$ cat src/rtl/pcss_link_tx.sv
// 64-bit AXI-stream to 16-bit chip-link transmitter with per-flit parity,
// one-cycle error feedback and bounded retransmission.
module pcss_link_tx #(
   parameter int DATA_WIDTH = 64,
   parameter int FLIT_WIDTH = 16,
   parameter int MAX_RETRY  = 3,
   parameter int PAR_ODD    = 0,
   parameter int CNT_W      = 16
) (
   input  logic                  clk,
   input  logic                  rst_n,
   input  logic [DATA_WIDTH-1:0] s_axis_tdata,
   input  logic                  s_axis_tvalid,
   output logic                  s_axis_tready,
   output logic [FLIT_WIDTH-1:0] send_data_out,
   output logic                  send_data_valid,
   output logic                  send_data_par,
   input  logic                  send_data_ready,
   input  logic                  send_data_err,
   input  logic                  clr_fail,
   output logic                  link_fail,
   output logic [CNT_W-1:0]      retry_total,
   output logic                  busy
);

   localparam int RTRY_W = (MAX_RETRY < 1) ? 1 : $clog2(MAX_RETRY + 1);

   typedef enum logic [1:0] {IDLE, SEND, WAIT_ERR} state_t;

   state_t                  state_reg, state_next;
   logic [DATA_WIDTH-1:0]   word_reg, word_next;
   logic [1:0]              idx_reg, idx_next;
   logic [RTRY_W-1:0]       rtry_reg, rtry_next;
   logic                    link_fail_reg, link_fail_next;
   logic [CNT_W-1:0]        retry_total_reg, retry_total_next;
   logic                    set_fail;

   logic [FLIT_WIDTH-1:0]   flits [4];
   logic [FLIT_WIDTH-1:0]   flit_cur;
   logic                    par_cur;

   // Flit 0 is the most significant slice of the word.
   generate
      for (genvar gi = 0; gi < 4; gi++) begin : g_flit
         assign flits[gi] = word_reg[DATA_WIDTH-1-gi*FLIT_WIDTH -: FLIT_WIDTH];
      end
   endgenerate

   assign flit_cur = flits[idx_reg];
   assign par_cur  = (PAR_ODD != 0) ? ~(^flit_cur) : ^flit_cur;

   always_ff @(posedge clk or negedge rst_n) begin
      if (!rst_n) begin
         state_reg       <= IDLE;
         word_reg        <= '0;
         idx_reg         <= '0;
         rtry_reg        <= '0;
         link_fail_reg   <= 1'b0;
         retry_total_reg <= '0;
      end else begin
         state_reg       <= state_next;
         word_reg        <= word_next;
         idx_reg         <= idx_next;
         rtry_reg        <= rtry_next;
         link_fail_reg   <= link_fail_next;
         retry_total_reg <= retry_total_next;
      end
   end

   always_comb begin
      state_next       = state_reg;
      word_next        = word_reg;
      idx_next         = idx_reg;
      rtry_next        = rtry_reg;
      retry_total_next = retry_total_reg;
      set_fail         = 1'b0;
      case (state_reg)
         IDLE: begin
            if (s_axis_tvalid) begin
               word_next  = s_axis_tdata;
               idx_next   = '0;
               rtry_next  = '0;
               state_next = SEND;
            end
         end
         SEND: begin
            if (send_data_ready) state_next = WAIT_ERR;
         end
         WAIT_ERR: begin
            if (send_data_err) begin
               if (rtry_reg < RTRY_W'(MAX_RETRY)) begin
                  rtry_next  = rtry_reg + 1'b1;
                  if (retry_total_reg != {CNT_W{1'b1}})
                     retry_total_next = retry_total_reg + 1'b1;
                  state_next = SEND;
               end else begin
                  // Flit gave up: the rest of the word is dropped.
                  set_fail   = 1'b1;
                  state_next = IDLE;
               end
            end else if (idx_reg == 2'd3) begin
               state_next = IDLE;
            end else begin
               idx_next   = idx_reg + 1'b1;
               rtry_next  = '0;
               state_next = SEND;
            end
         end
         default: state_next = IDLE;
      endcase
      link_fail_next = set_fail ? 1'b1 : (clr_fail ? 1'b0 : link_fail_reg);
   end

   assign s_axis_tready   = (state_reg == IDLE);
   assign send_data_valid = (state_reg == SEND);
   assign send_data_out   = send_data_valid ? flit_cur : '0;
   assign send_data_par   = send_data_valid & par_cur;
   assign link_fail       = link_fail_reg;
   assign retry_total     = retry_total_reg;
   assign busy            = (state_reg != IDLE);

endmodule

$ cat config.mk
export PLATFORM = sky130hd
export DESIGN_NAME = pcss_link_tx
export DESIGN_NICKNAME = d
export VERILOG_FILES = /design/src/rtl/pcss_link_tx.sv
export SDC_FILE = /design/constraint.sdc
export NUM_CORES = 1
export LEC_CHECK = 0
export CORE_MARGIN = 5
export CORE_UTILIZATION = 25
export CTS_BUF_LIST = sky130_fd_sc_hd__clkbuf_8 sky130_fd_sc_hd__clkbuf_16
export DETAILED_ROUTE_END_ITERATION = 12
export GPL_TIMING_DRIVEN = 0
export HOLD_SLACK_MARGIN = 0.15
export PLACE_DENSITY_LB_ADDON = 0.05
export RECOVER_POWER = 100
export SLEW_MARGIN = 20
export SYNTH_ARGS = -nofsm -noshare
export SYNTH_HDL_FRONTEND = slang
export SYNTH_SLANG_ARGS = --single-unit
$ cat constraint.sdc
create_clock -name clk -period 3.37 [get_ports clk]
set_clock_uncertainty 0.05 [all_clocks]
set_input_delay 0.337 -clock clk [delete_from_list [all_inputs] [get_ports clk]]
set_output_delay 0.337 -clock clk [all_outputs]
set_load 0.1 [all_outputs]
# Yosys cells after proc, flatten, opt, wreduce, memory -nomap -nowiden
# Index checks and enable logic that the tools add are counted.
# word_totals
rom_bits	0
wordCells	56
mem_count	0
register_bits	87
output_inout_bits	37
ram_bits	0
inputBits	70
latchBits	0
# classes
eq_ne	10
n_lt_le_gt_ge	2
mux	23
bitwise	2
n_mul	0
div	0
reduce_logical	10
shifts	0
addsub	3
# op_table
op	n
16-bit two-way mux	3
16-bit binary-select mux with 2-bit select	1
2-bit two-way mux	9
16-bit by 1-bit adder with 16-bit output (second input constant)	1
16-bit inequality test (second input constant)	1
16-bit XOR reduction	1
4-bit AND reduction	3
2-bit case mux with 2 select lines	2
1-bit two-way mux	7
2-bit inequality test (second input constant)	3
3-bit inequality test (second input constant)	2
2-bit case mux with 3 select lines	1
2-bit nonzero test	3
2-bit by 1-bit adder with 2-bit output (second input constant)	2
2-bit equality test (second input constant)	2
2-bit AND reduction	2
3-bit greater-or-equal comparator (second input constant)	1
2-bit NOT with 3-bit output	1
2-bit by 1-bit equality test with 1-bit output (second input constant)	1
2-bit zero test	1
2-bit < comparator (second input constant)	1
2-bit by 1-bit inequality test with 1-bit output (second input constant)	1
1-bit AND	1

# Logic depth before layout (Yosys ltp)
# Gate-level depths: netlist of run 1.
# depth
ltp_word	6
ltp_mapped	8

# Worst setup path before layout of run 1
# OpenSTA, ideal clock, no wires.
# synth_timing
path_kind	register -> output
from	register idx_reg[0]
to	output send_data_par
required_ns	2.983
stages_incl_launch_ff	9
slack_ns	0.003
arrival_time_ns	2.980
cell_sequence	dfrtp_1 buf_6 buf_12 mux4_2 xnor2_2 xnor2_1 xnor2_1 xnor2_1 nor2_1
# synth_via
elab_chain_len	6
# synth_lines
element	line	rtl
start, declared	32	logic [1:0] idx_reg, idx_next;
start signal, assigned	63	idx_reg <= idx_next;
2-bit NOT with 3-bit output (not written as such)	49	assign flit_cur = flits[idx_reg];
16-bit binary-select mux with 2-bit select	49	
16-bit two-way mux (not written as such) (2 in a row)	49	
16-bit XOR reduction	50	assign par_cur = (PAR_ODD != 0) ? ~(^flit_cur) : ^flit_cur;
1-bit AND	117	assign send_data_par = send_data_valid & par_cur;
end, declared	17	output logic send_data_par,
# Every way passes these cells. The select of a mux whose other input is x is not followed.

# Final worst setup path of run 1
# layout_timing
from	register state_reg[1]
to	output send_data_out[4]
# layout_via
elab_chain_len	2
# layout_lines
element	line	rtl
start, declared	30	state_t state_reg, state_next;
start signal, assigned	61	state_reg <= state_next;
2-bit by 1-bit equality test with 1-bit output	115	assign send_data_valid = (state_reg == SEND);
16-bit two-way mux	116	assign send_data_out = send_data_valid ? flit_cur : '0;
end, declared	15	output logic [FLIT_WIDTH-1:0] send_data_out,
# Every way passes these cells.

==> flow_summary.json, run 1 <==
{
  "die_x_um": 139,
  "diodes": 0,
  "setup_viol": 0,
  "portBuffers": 106,
  "synth_top_cell_area_share": 0.522,
  "synth_fa_ha_area_frac": 0.00901,
  "synthXorXnorAreaFrac": 0.0739,
  "fin_ws_ns": 0.165,
  "root_buffer": "clkbuf_16",
  "rows": 47,
  "violations": "max-capacitance violations, max-slew violations",
  "synth_top_family_by_area": "multiplexers",
  "grt_pass1_vias": 3071,
  "timing.rr.start": "state_reg[1]",
  "syn_inst": 294,
  "dieArea_mm2": 0.0194,
  "ant_nets": 0,
  "synth_area_leaders": "dfrtp_1 (52%), mux2_2 (17%), mux4_1 (5.7%)",
  "finalCritPeriodShare": 0.951,
  "cts_made_buffers": 9,
  "overflow": 0,
  "drc": 0,
  "final_max_slew_viol_count": 35,
  "start_util": 0.253,
  "synthArstFlopShare": 1.00,
  "wl_per_cell_um": 17.9,
  "hpwl_mm": 8.29,
  "via_per_inst": 4.32,
  "cap_violations": 1,
  "worstPathMaxFanout": 9,
  "cts.sinks": 87,
  "status": "complete, but fails checks",
  "synth-compound-area-share": 0.0204,
  "critical_path_class": "reg2out",
  "synth_seq_area_share": 0.522,
  "largest_reg_flops": 64,
  "pre_cts_ws_ns": -0.443,
  "path_clk_slew_ns": 0.06,
  "finalHoldViolCount": 0,
  "syn_area_mm2": 0.00417,
  "yosysTopAreaCell": "dfrtp_1",
  "syn_nets": 367,
  "synth_edf_count": 0,
  "postLayoutCoreUtil": 0.354,
  "synthMuxAreaShare": 0.270,
  "htreeDepth": 3,
  "synth_ff_type": "dfrtp_1",
  "final_nets": 486,
  "globalRouteTotalUtil": 0.122,
  "vias": 2759,
  "die_h_um": 139,
  "place_congestion": 0.739,
  "multi_input_area_mm2": 0.00188,
  "grt_max_degree": 54,
  "drtIter0Drc": 73,
  "synth_warnings": 0,
  "core_mm2": 0.0165,
  "synth-simple-area-share": 0.0790,
  "ctsLongestPathBuffers": 2,
  "rsz0062_at_grt": "false",
  "grt_pass1_wl_mm": 18.0,
  "seq_area_mm2": 0.00218,
  "cts_tree": "built",
  "firstDrtPassIters": 4,
  "cts_setup_buffers": 0,
  "fillers": 1632,
  "start_kind": "flop",
  "antenna_found_initial": 0,
  "wirelength_mm": 11.4,
  "ys_ff_latch": 87,
  "avgSynthCellArea_um2": 14.2,
  "worst_slew_pin_slew_ns": 2.07,
  "holdCritPathClass": "reg2reg",
  "crit_arrival_ns": 2.82,
  "cp-end-kind": "primary output",
  "fin_crit_ns": 3.21,
  "clk_latency_ns": 0.34,
  "relSlewSlack": -0.379,
  "io_pins": 107,
  "area_growth_pct": 39.9,
  "max_clock_freq_mhz": 312,
  "crit_start": "state_reg[1]",
  "hold_start": "retry_total[15]",
  "drive_gt1_frac": 0.239,
  "worstPathRequired_ns": 2.98,
  "synth_cell_types": 35
}
## metrics by stage
stage               TNS [ns]  instances  cell area (µm²)  hold WS [ns]
floorplan                  0        294             4170      -0.00859
global placement     -152.03        620             5500         0.416
detailed placement    -0.443        621             5530         0.211
CTS                        0        638             5850         0.410
global route               0        638             5830         0.461
finish                     0        638             5830         0.435
## cell type report
class,instances,area share
repair buffers,108,0.183
flip-flops and latches,87,0.373
clock inverters,5,0.0124
clock buffers,11,0.0433
well taps,220,0.0472
plain buffers,13,0.0133
inverters,6,0.00386
multi-input cells,188,0.323
## cell usage after synthesis, types with 6 or more instances
library cell	number
and2_1	17
mux2_2	64
nand4_1	6
dfrtp_1	87
nor2_1	9
buf_2	9
mux4_2	7
inv_1	6
xnor2_1	17
xnor2_2	6
nand2_1	13
mux4_1	9
xor2_1	7
## final timing paths
kind	slack, ns	endpoint	cells after the start
worst min register to register	0.44	retry_total[15]	1
worst max register to register	0.48	flits[7]	7
min in group asynchronous	1.07	flits[41]	2
max in group asynchronous	1.00	retry_total[6]	2
worst max-delay path	0.16	send_data_out[4]	5
worst min-delay path	0.44	retry_total[15]	1
## per-layer routing
metal	track usage	routed length, µm	vias to the layer above
li1	-	-	1290
met1	0.161	5350	1395
met2	0.194	5420	60
met3	0.0283	462	14
met4	0.0484	204	0
met5	0	0	-
## cells in the final DEF (no fill, tap or decap), drive strengths merged, types with 2 or more instances in the layout
cell           instances
a22o                   2
and2                  18
buf                    5
bufinv                 2
clkbuf                25
clkdlybuf4s15          2
clkdlybuf4s50         72
dfrtp                 87
dlygate4sd2            5
dlygate4sd3           23
ha                     3
inv                    8
mux2                  64
mux4                  16
nand2                 13
nand2b                 2
nand3                  5
nand4                  6
nor2                   9
nor3                   5
o21ai                  3
xnor2                 23
xor2                   7
## critical path, stage by stage, from the launching register on
cell and delay (ns):
dfrtp_1 0.36, clkbuf_1 0.20, nand2b_1 0.23, inv_1 0.25, and2_1 0.22, dlygate4sd3_1 1.22
## repair_timing
action,CTS,global route
resized for setup,16,6
hold endpoints to repair,34,0
hold buffers,1,0
endpoints found under the setup margin,11,6
## kinds of logic (layout without fill, tap and decap cells)
kind of cell,after synthesis,in the layout
flops,87,87
mux,81,81
simple gates,62,62
xor+xnor,30,30
buf+inv,19,143
compound gates,12,12
fa+ha+maj,3,3
Power of run 1 is left out: the tool's default activity adds up to more than one toggle a clock period on the data nets, which glitch-free logic cannot reach.
==> inputs of run 2 (changes only) <==
- CORE_ASPECT_RATIO: not set -> 0.5
==> flow_summary.json, run 2 (synthesized netlist as in run 1, its figures left out) <==
{
  "layout_common_cells": "dfrtp_1 (87), clkdlybuf4s50_1 (71), mux2_2 (64)",
  "critical_path_class": "reg2out",
  "min_to": "retry_total[15]",
  "start_kind": "flop",
  "rsz0062_at_grt": "false",
  "cap_violations": 1,
  "cts_setup_buffers": 0,
  "drive_gt1_frac": 0.264,
  "status": "complete, but fails checks",
  "grt_pass1_vias": 3100,
  "dieArea_mm2": 0.0195,
  "placedCellCount": 628,
  "max_clock_freq_mhz": 314,
  "violations": "max-capacitance violations, max-slew violations",
  "ant_nets": 0,
  "largest_reg_flops": 64,
  "via_per_inst": 4.33,
  "fin_ws_ns": 0.188,
  "hold_start": "retry_total[15]",
  "rows": 33,
  "worst_slew_pin_slew_ns": 2.22,
  "grt_pass1_wl_mm": 17.8,
  "rr_worst_depth": 7,
  "htreeDepth": 3,
  "io_pins": 107,
  "timing.rr.start": "state_reg[1]",
  "layout.cells.non_filler": 644,
  "drtIter0Drc": 76,
  "worstPathRequired_ns": 2.98,
  "cts_made_buffers": 9,
  "die_x_um": 193,
  "crit_arrival_ns": 2.79,
  "portBuffers": 106,
  "cp-end-kind": "primary output",
  "path_clk_slew_ns": 0.06,
  "hold_depth": 1,
  "globalRouteTotalUtil": 0.122,
  "fin_tns_setup_ns": 0,
  "clk_latency_ns": 0.33,
  "cts_tree": "built",
  "wl_per_cell_um": 17.5,
  "wirelength_mm": 11.3,
  "place_congestion": 0.716,
  "layout_commonest_cell": "dfrtp_1",
  "start_util": 0.255,
  "diodes": 0,
  "hpwl_mm": 8.39,
  "fin_crit_ns": 3.18,
  "vias": 2786,
  "pre_cts_ws_ns": -0.507,
  "ctsLongestPathBuffers": 2,
  "overflow": 0,
  "finalCritPeriodShare": 0.944,
  "finalHoldViolCount": 0,
  "root_buffer": "clkbuf_16",
  "grt_max_degree": 51,
  "relSlewSlack": -0.481,
  "setup_viol": 0,
  "reg2reg_to": "flits[35]",
  "antenna_found_initial": 0,
  "r2r_slack_ns": 0.46,
  "final_max_slew_viol_count": 38,
  "worstPathMaxFanout": 10,
  "drc": 0,
  "cts.sinks": 87,
  "holdCritPathClass": "reg2reg",
  "core_mm2": 0.0164,
  "area_growth_pct": 38.7,
  "firstDrtPassIters": 4,
  "die_h_um": 101,
  "final_nets": 486
}
run 2: cell count changes in the layout (fill, tap and decap cells not counted), moves of 3 or more:
| cell | previous run | this run |
|---|---|---|
| and2_0 | 0 | 12 |
| and2_1 | 17 | 5 |
| clkdlybuf4s15_2 | 0 | 8 |
| dlygate4sd2_1 | 5 | 0 |
| dlygate4sd3_1 | 23 | 20 |
run 2: metrics by stage:
step	util	instance area, µm²	hold slack, ns
3_5_place_dp	0.339	5540	0.222
6_report	0.354	5780	0.441
4_1_cts	0.356	5820	0.427
5_1_grt	0.354	5780	0.457
3_3_place_gp	0.337	5510	0.417
2_1_floorplan	-	4170	-0.00859
run 2: routing by layer:
metal	global-route usage	vias to the layer above	routed length (µm)
met3	0.0358	6	493
met2	0.197	62	5430
met5	0	-	0
met1	0.163	1431	5270
li1	-	1287	-
met4	0.0279	0	82
run 2: how the worst max path moves through the flow:
stage,startpoint,endpoint,slack [ns],depth (start not counted)
after floorplan,idx_reg[0],send_data_par,0.003,8
after global placement,rst_n,flits[12],-1.39,1
after detailed placement,idx_reg[1],send_data_par,-0.51,9
after CTS,state_reg[1],send_data_out[8],0.008,6
after global routing,idx_reg[0],send_data_par,0.006,9
final,idx_reg[0],send_data_par,0.19,9
run 2: worst max-delay path, cell delays in order, from the launching register on:
cell     delay (ns)
dfrtp_1        0.37
buf_6          0.21
buf_12         0.17
mux4_2         0.56
xnor2_2        0.16
xnor2_1        0.14
xnor2_1        0.29
xnor2_1        0.10
nor2_1         0.17
buf_6          0.25
run 2: layout make-up:
class                      count  area [µm²]
clock inverter                 6        38.8
multi-input combinational    188        1880
fill                        1657       10600
clock buffer                   9         225
buffer                        13        80.1
sequential                    87        2180
timing repair buffer         108        1070
tap                          227         284
inverter                       6        22.5
run 2: what timing repair did:
item                                   4_1_cts  5_1_grt
setup endpoints to repair                   15        3
hold buffers                                 1        0
gates resized for setup                     38        5
endpoints found under the hold margin       37        0
Power of run 2 is left out for the same reason.
